[config.mk]
export PLATFORM = sky130hd
export DESIGN_NAME = button_conditioner
export DESIGN_NICKNAME = d
export VERILOG_FILES = /design/src/rtl/race_input_pkg.sv /design/src/rtl/btn_channel.sv /design/src/rtl/button_conditioner.sv
export SDC_FILE = /design/constraint.sdc
export NUM_CORES = 1
export LEC_CHECK = 0
export BUFFER_PORTS_ARGS = -buffer_cell sky130_fd_sc_hd__clkbuf_2
export CORE_ASPECT_RATIO = 0.6
export CORE_UTILIZATION = 45
export CTS_BUF_LIST = sky130_fd_sc_hd__clkbuf_2 sky130_fd_sc_hd__clkbuf_4 sky130_fd_sc_hd__clkbuf_8
export CTS_CLUSTER_DIAMETER = 100
export DETAILED_ROUTE_END_ITERATION = 6
export PLACE_DENSITY_LB_ADDON = 0.3
export REMOVE_ABC_BUFFERS = 1
export SLEW_MARGIN = 20
export SYNTH_ARGS = -nofsm -noshare
export SYNTH_HDL_FRONTEND = slang
export SYNTH_SLANG_ARGS = --single-unit
[constraint.sdc]
create_clock -name clk50mhz -period 2.8 [get_ports clk50mhz]
set_clock_uncertainty 0.2 [all_clocks]
set_input_delay 0.56 -clock clk50mhz [delete_from_list [all_inputs] [get_ports clk50mhz]]
set_output_delay 0.56 -clock clk50mhz [all_outputs]
set_load 0.01 [all_outputs]
[src/rtl/race_input_pkg.sv]
// Shared types and sizing helpers for the race-game button front end.
package race_input_pkg;

  typedef enum logic [1:0] {
    IDLE        = 2'd0,
    HOLD_DELAY  = 2'd1,
    HOLD_REPEAT = 2'd2
  } rep_state_e;

  // Bits needed to hold values 0..v-1, never less than one.
  function automatic int clog2_w(input int unsigned v);
    return (v <= 1) ? 1 : $clog2(v);
  endfunction

endpackage

[src/rtl/btn_channel.sv]
// One button: two-flop synchroniser, stable-count debounce, edge pulses and
// an optional hold-to-repeat FSM. Every output comes straight from a flop.
module btn_channel
  import race_input_pkg::*;
#(
  parameter int DEBOUNCE_CYCLES = 1_000_000,
  parameter int REPEAT_EN       = 1,
  parameter int REPEAT_DELAY    = 25_000_000,
  parameter int REPEAT_PERIOD   = 5_000_000
) (
  input  logic clk50mhz,
  input  logic reset,
  input  logic i_raw,
  output logic o_level,
  output logic o_press,
  output logic o_release,
  output logic o_repeat
);

  localparam int CNT_W  = clog2_w(DEBOUNCE_CYCLES + 1);
  localparam int RC_MAX = (REPEAT_DELAY > REPEAT_PERIOD) ? REPEAT_DELAY : REPEAT_PERIOD;
  localparam int RC_W   = clog2_w(RC_MAX);

  logic             r_s1, r_s2, r_level, r_press, r_release;
  logic [CNT_W-1:0] r_cnt;
  logic             w_accept, w_rise, w_fall;

  assign w_accept = (r_s2 != r_level) && (r_cnt == CNT_W'(DEBOUNCE_CYCLES - 1));
  assign w_rise   = w_accept && !r_level;
  assign w_fall   = w_accept &&  r_level;

  // NOTE: flops are written with non-blocking assignments so every register
  // samples pre-edge values; blocking here would collapse the synchroniser.
  always_ff @(posedge clk50mhz or negedge reset) begin
    if (!reset) begin
      r_s1      <= 1'b0;
      r_s2      <= 1'b0;
      r_level   <= 1'b0;
      r_press   <= 1'b0;
      r_release <= 1'b0;
      r_cnt     <= '0;
    end else begin
      r_s1      <= i_raw;
      r_s2      <= r_s1;
      r_press   <= w_rise;
      r_release <= w_fall;
      if (r_s2 == r_level) begin
        r_cnt <= '0;
      end else if (w_accept) begin
        r_level <= r_s2;
        r_cnt   <= '0;
      end else begin
        r_cnt <= r_cnt + 1'b1;
      end
    end
  end

  assign o_level   = r_level;
  assign o_press   = r_press;
  assign o_release = r_release;

  generate
    if (REPEAT_EN != 0) begin : g_repeat
      rep_state_e      r_state, w_state_nxt;
      logic [RC_W-1:0] r_rc, w_rc_nxt;
      logic            r_repeat, w_repeat_nxt;

      always_ff @(posedge clk50mhz or negedge reset) begin
        if (!reset) begin
          r_state  <= IDLE;
          r_rc     <= '0;
          r_repeat <= 1'b0;
        end else begin
          r_state  <= w_state_nxt;
          r_rc     <= w_rc_nxt;
          r_repeat <= w_repeat_nxt;
        end
      end

      // NOTE: every signal gets a default before the case so no path leaves
      // it unassigned, which would otherwise infer a latch.
      always_comb begin
        w_state_nxt  = r_state;
        w_rc_nxt     = r_rc + 1'b1;
        w_repeat_nxt = 1'b0;
        if (w_fall) begin
          // Release wins over any repeat due in the same cycle.
          w_state_nxt = IDLE;
          w_rc_nxt    = '0;
        end else begin
          case (r_state)
            IDLE: begin
              w_rc_nxt = '0;
              if (w_rise) begin
                w_state_nxt  = HOLD_DELAY;
                w_repeat_nxt = 1'b1;
              end
            end
            HOLD_DELAY: begin
              if (r_rc == RC_W'(REPEAT_DELAY - 1)) begin
                w_state_nxt  = HOLD_REPEAT;
                w_repeat_nxt = 1'b1;
                w_rc_nxt     = '0;
              end
            end
            HOLD_REPEAT: begin
              if (r_rc == RC_W'(REPEAT_PERIOD - 1)) begin
                w_repeat_nxt = 1'b1;
                w_rc_nxt     = '0;
              end
            end
            default: begin
              w_state_nxt = IDLE;
              w_rc_nxt    = '0;
            end
          endcase
        end
      end

      assign o_repeat = r_repeat;
    end else begin : g_no_repeat
      assign o_repeat = r_press;
    end
  endgenerate

endmodule

[src/rtl/button_conditioner.sv]
// Player-input front end: N_BTN independent conditioned button channels
// between the board pins and the game logic.
module button_conditioner #(
  parameter int N_BTN           = 2,
  parameter int DEBOUNCE_CYCLES = 1_000_000,
  parameter int REPEAT_EN       = 1,
  parameter int REPEAT_DELAY    = 25_000_000,
  parameter int REPEAT_PERIOD   = 5_000_000
) (
  input  logic             clk50mhz,
  input  logic             reset,
  input  logic [N_BTN-1:0] btn_raw,
  output logic [N_BTN-1:0] btn_level,
  output logic [N_BTN-1:0] btn_press,
  output logic [N_BTN-1:0] btn_release,
  output logic [N_BTN-1:0] btn_repeat
);

  for (genvar i = 0; i < N_BTN; i++) begin : g_ch
    btn_channel #(
      .DEBOUNCE_CYCLES(DEBOUNCE_CYCLES),
      .REPEAT_EN      (REPEAT_EN),
      .REPEAT_DELAY   (REPEAT_DELAY),
      .REPEAT_PERIOD  (REPEAT_PERIOD)
    ) u_ch (
      .clk50mhz (clk50mhz),
      .reset    (reset),
      .i_raw    (btn_raw[i]),
      .o_level  (btn_level[i]),
      .o_press  (btn_press[i]),
      .o_release(btn_release[i]),
      .o_repeat (btn_repeat[i])
    );
  end

endmodule

# Word-level counts from Yosys, hierarchy flattened
# Index checks and enable logic that the tools add are counted.
dict set report op_classes {
  reduce_logical 14
  n_addsub 4
  eq_ne 20
  bitwise_logic 2
  n_mux 30
}
# op n
set ops {}
lappend ops {{$mux 25} 6}
lappend ops {{$pmux 25 s2} 2}
lappend ops {{$mux 20} 4}
lappend ops {{$add 25x1->25 const B} 2}
lappend ops {{$eq 25x23->1 const B} 2}
lappend ops {{$eq 25x25->1 const B} 2}
lappend ops {{$add 20x1->20 const B} 2}
lappend ops {{$eq 20x20->1 const B} 2}
lappend ops {{$mux 2} 6}
lappend ops {{$ne 3x1->1 const B} 4}
lappend ops {{$pmux 2 s3} 2}
lappend ops {{$mux 1} 8}
lappend ops {{$logic_and 1x1->1} 6}
lappend ops {{$pmux 1 s3} 2}
lappend ops {{$reduce_and 3->1} 2}
lappend ops {{$eq 2x1->1 const B} 2}
lappend ops {{$eq 2x2->1 const B} 2}
lappend ops {{$logic_not 2->1} 2}
lappend ops {{$ne 2x1->1 const B} 2}
lappend ops {{$reduce_and 2->1} 2}
lappend ops {{$eq 1x1->1} 2}
lappend ops {{$logic_not 1->1} 2}
lappend ops {{$ne 1x1->1} 2}
lappend ops {{$not 1->1} 2}
dict set report totals {
  input_bits 4
  ff_bits 106
  out_inout_bits 8
  wordCells 88
}

# Longest topological paths before layout
dict set report logic_depth {
  ltp_word 6
  depth_mapped 7
  depth_no_buf 6
}

# By module
# From an unflattened synthesis, not the netlist that was laid out.
dict set report unflattened {
  cells_unflattened 536
  area_unflattened_um2 5335.1
}
# module area_each_um2 instances cells_each seq_area_each_um2
set by_module_without_submodules {}
lappend by_module_without_submodules {btn_channel 2667.6 2 268 1326.3}

# Worst setup path after synthesis
# OpenSTA, ideal clock, no wires.
dict set report synth_path {
  kind {reg2reg}
  from {reg g_ch[1].u_ch.g_repeat.r_rc[0]}
  to {reg g_ch[1].u_ch.g_repeat.r_rc[12]}
  period_less_slack_ps 2176
  arrival_time_ps 1857
  setup_ps 120
  path_slack_ps 624
  n_path_buf 1
  required_time_ps 2480
  stages_incl_launch_ff 8
  path_cell_list {dfrtp_1 -> ha_1 -> and4_4 -> nand4_2 -> o41ai_2 -> a221o_2 -> buf_6 -> nor2_1}
}
dict set report synth_between {
  elab_chain_cells 4
  elab_cells_between_ends 7
  cone_classes {1 x add/sub; 2 x eq/ne; 4 x mux}
}
# item line_no
set synth_rtl {}
lappend synth_rtl {{from (decl)} btn_channel.sv:65} ;# logic [RC_W-1:0] r_rc, w_rc_nxt;
lappend synth_rtl {{from (signal assigned)} btn_channel.sv:75} ;# r_rc <= w_rc_nxt;
lappend synth_rtl {{$add 25x1->25 (tied with other cells)} btn_channel.sv:84} ;# w_rc_nxt = r_rc + 1'b1;
lappend synth_rtl {{$mux 25, on equally long branches} {btn_channel.sv:107, btn_channel.sv:100}}
lappend synth_rtl {{$pmux 25 s2 *} btn_channel.sv:91} ;# case (r_state)
lappend synth_rtl {{$mux 25 *} btn_channel.sv:86} ;# if (w_fall) begin
lappend synth_rtl {{named net g_ch[1].u_ch.g_repeat.w_rc_nxt[12]} btn_channel.sv:65}
# The timed path passes the listed nets; every way through them passes the cells marked *.
# A chain may end at the register's enable or synchronous reset.

# Worst setup path after layout
dict set report layout_path {
  from {reg g_ch[1].u_ch.g_repeat.r_rc[0]}
  to {reg g_ch[1].u_ch.g_repeat.r_rc[18]}
}
# Same word-level chain as after synthesis.

==> impl_results.md <==
* Critical-path maximum fanout at 25
* Internal Power at 2.02 mW
* Clk_lat worst skew at approximately 0.37 ns
* Max cap viols at 0
* Core area at 11600 µm²
* Via Count at around 3900
* Power per standard cell area at 445 nW/µm²
* Post-cts repair resize count at 0
* Worst vdd ir at 0.245 mV
* Share of the synthesized area in the top cell type at 0.485
* Slew @ Worst Pin at around 0.54 ns
* Final #Nets at 581
* Placer Congestion at about 0.85
* Setup_tns at 0 ns
* DP Area at between 5000 and 6000 µm²
* Ports at 12
* Max-slew headroom at 0.638
* Synthesis Warnings at 0
* Die W at ~140 µm
* Fill cell count at 1080
* Flop2flop setup slack at 0.21 ns
* WHS at between 0.09 and 0.1 ns
* Die area at 12600 µm²
* Dpl hpwl at 7.63 mm
* Worst Setup Path Type: flip-flop to flip-flop
* Post-Place Worst Slack at 0.192 ns
* Combinational power share at 0.025
* Antenna Nets Post-Route at 0
* Hold endpoint: g_ch[0].u_ch.r_s1
* Finish-stage setup viols at 0
* Iteration-0 DRC Markers at 245
* Final core utilization at 0.507
* Clock network power share at 0.382
* Num rows at 30
* Max Clk Rate at 0.386 GHz
* Hold Path Cell Cnt at 1
* Worst EP required at between 2 and 3 ns
* Async S/R FF share, synth at 1.00
* Detailed Routing Iterations Pass 1 at 4
* PnR worst setup slack at between 0.2 and 0.25 ns
* Drt via density at 5.37
* Initial cell density of the core at 0.473
* Startpoint Class: flip-flop
* Htree depth at 3
* Top-count cell post-synth: nor2_1
* Post-layout instance area at 5860 µm²
* Unique masters post-synth at between 40 and 50
* Clock-pin slew on the worst setup and hold paths at ~0.1 ns
* Largest net degree at the start of global routing at 42
* Reg2reg end: g_ch[1].u_ch.g_repeat.r_rc[18]
* Largest cells by area after synthesis: dfrtp_1, xnor2_1, nor2_1
* Finished Layout Cells at 728
* Count of input and output buffers at 11
* Post-CTS setup buffers at 0
* NetSw at 0.585 mW
* Most frequent cells after synthesis: nor2_1, dfrtp_1, xnor2_1, nand3_1, xor2_1
* Final worst path period share at 0.925
* N_diodes at 0
* Vias in the first global route at 3710
* Endpoints failing hold at 0
* CTS tree: built
* WL/cell at 14.7 µm
* Avg Inst Size Synth at 9.89 µm²
* RR Startpoint: g_ch[1].u_ch.g_repeat.r_rc[0]
* Die Y at 87.4 µm
* Inserted Clock Buffers at 9
* Yosys top cell by area: dfrtp_1
* Total length of routed wires at approximately 11 mm
* Initial antenna violation count at 0
* Root Buffer: clkbuf_8
* Leakage at 2.34 nW
* Global-route wire length before repair at 18.2 mm
* Crit path time final at 2.59 ns
* Drt drc at 0
* Area delta synth->final at 7.11%
* CTS Sinks at 106
* RSZ-0062 raised after global routing: no
* Register area share after synthesis at 0.485
* Critical path capture point type: flip-flop
* Worst R2R Path Depth at 6
* Worst Hold Class: primary input to flip-flop
* Flops & latches, synth at 106
* Synth Instances at 553
* Hold path start: btn_raw[0]
* Fin. max-slew vios at 0
* GRT Total Usage at 0.185
* Worst EP arrival at 2.62 ns
* Sw Ratio at 0.224
* Synthesized cell area at 5470 µm²
* Total gr overflow at 0
* Placed insts at 711
* Sequential share of power at 0.593
* Number of synthesized flops with an enable pin at 0
* Power Total at 2.61 mW
* Buffer depth of the longest clock path at 2
* Post-synth top flop: dfrtp_1
* Outcome: completed
* Share of cells above drive strength 1 at 0.0863
layout by cell type, fill, tap and decap left out, types with 2 or more instances in the layout:
master and count:
or2_2 3, xor2_1 29, nor4bb_1 3, ha_1 14, nand3_1 31, or3_1 3
o21ai_0 4, nor4b_1 3, xnor2_1 56, or4_1 7, inv_1 22, nand3b_1 2
nand4_1 21, clkbuf_8 11, clkbuf_2 10, nor2b_1 3, nand2_1 27, nor4_4 2
nor3_1 22, dfrtp_1 106, a21oi_1 5, clkinv_4 2, a21o_1 2, clkinvlp_4 2
nor2_1 112, buf_4 6, and4_1 6, nor3b_1 2, and3_1 16, nor4_1 14
timing repair:
item	CTS	global route
endpoints found under the hold margin	38	0
hold buffers	1	0
setup endpoints to repair	0	1
sequential cells by signal (all words and copies together), names as in the netlist:
signal,flops
g_ch.u_ch.r_cnt,40
g_ch.u_ch.o_release,2
g_ch.u_ch.r_s1,2
g_ch.u_ch.g_repeat.r_state,4
g_ch.u_ch.r_s2,2
g_ch.u_ch.o_press,2
g_ch.u_ch.o_level,2
g_ch.u_ch.g_repeat.r_rc,50
g_ch.u_ch.o_repeat,2
power by group through the flow:
stage,logic [mW],clock network [mW],registers [mW]
floorplan,0.0191,0,1.58
global placement,0.0633,0,1.58
detailed placement,0.0659,0,1.58
CTS,0.0675,1.03,1.55
global route,0.0753,1.08,1.55
finish,0.0643,0.996,1.55
worst max-delay path, stage by stage (launching register included):
cell	delay (ns)
dfrtp_1	0.43
ha_1	0.24
and4_4	0.28
nand4_2	0.17
o41ai_2	0.49
a221o_2	0.53
nor2_1	0.10
worst max-delay path by stage:
| stage | startpoint | end | slack (ns) | cells past startpoint |
|---|---|---|---|---|
| global placement | g_ch[1].u_ch.g_repeat.r_rc[0] | g_ch[1].u_ch.g_repeat.r_rc[2] | 0.36 | 6 |
| floorplan | g_ch[0].u_ch.o_level | g_ch[0].u_ch.r_cnt[10] | 0.52 | 5 |
| finish | g_ch[1].u_ch.g_repeat.r_rc[0] | g_ch[1].u_ch.g_repeat.r_rc[18] | 0.21 | 6 |
| CTS | g_ch[1].u_ch.g_repeat.r_rc[0] | g_ch[1].u_ch.g_repeat.r_rc[12] | 0.18 | 6 |
| global route | g_ch[1].u_ch.g_repeat.r_rc[0] | g_ch[1].u_ch.g_repeat.r_rc[3] | 0.005 | 6 |
| detailed placement | g_ch[1].u_ch.g_repeat.r_rc[0] | g_ch[1].u_ch.g_repeat.r_rc[12] | 0.19 | 6 |
cell type report:
type	count	area, µm²	area share
clock buffer	11	151	0.0258
clock inverter	5	62.6	0.0107
inverter	22	82.6	0.0141
multi-input combinational	406	2580	0.441
sequential	106	2650	0.453
tap	160	200	0.0342
timing repair buffer	18	125	0.0214
routing by layer:
layer	track usage	share of wire
met1	0.268	0.52
met2	0.275	0.44
met3	0.0423	0.029
met4	0.0565	0.0093
met5	0	0
kinds of logic after synthesis:
group | Yosys count | share of synthesized area
flip-flops | 106 | 0.485
AND/OR/NAND/NOR | 287 | 0.274
AO/OA/AOI/OAI | 19 | 0.0284
buffers and inverters | 41 | 0.0425
XOR/XNOR | 85 | 0.136
adder cells (fa/ha/maj) | 14 | 0.0320
multiplexers | 1 | 0.00206
(Power assumes the default switching activity.)
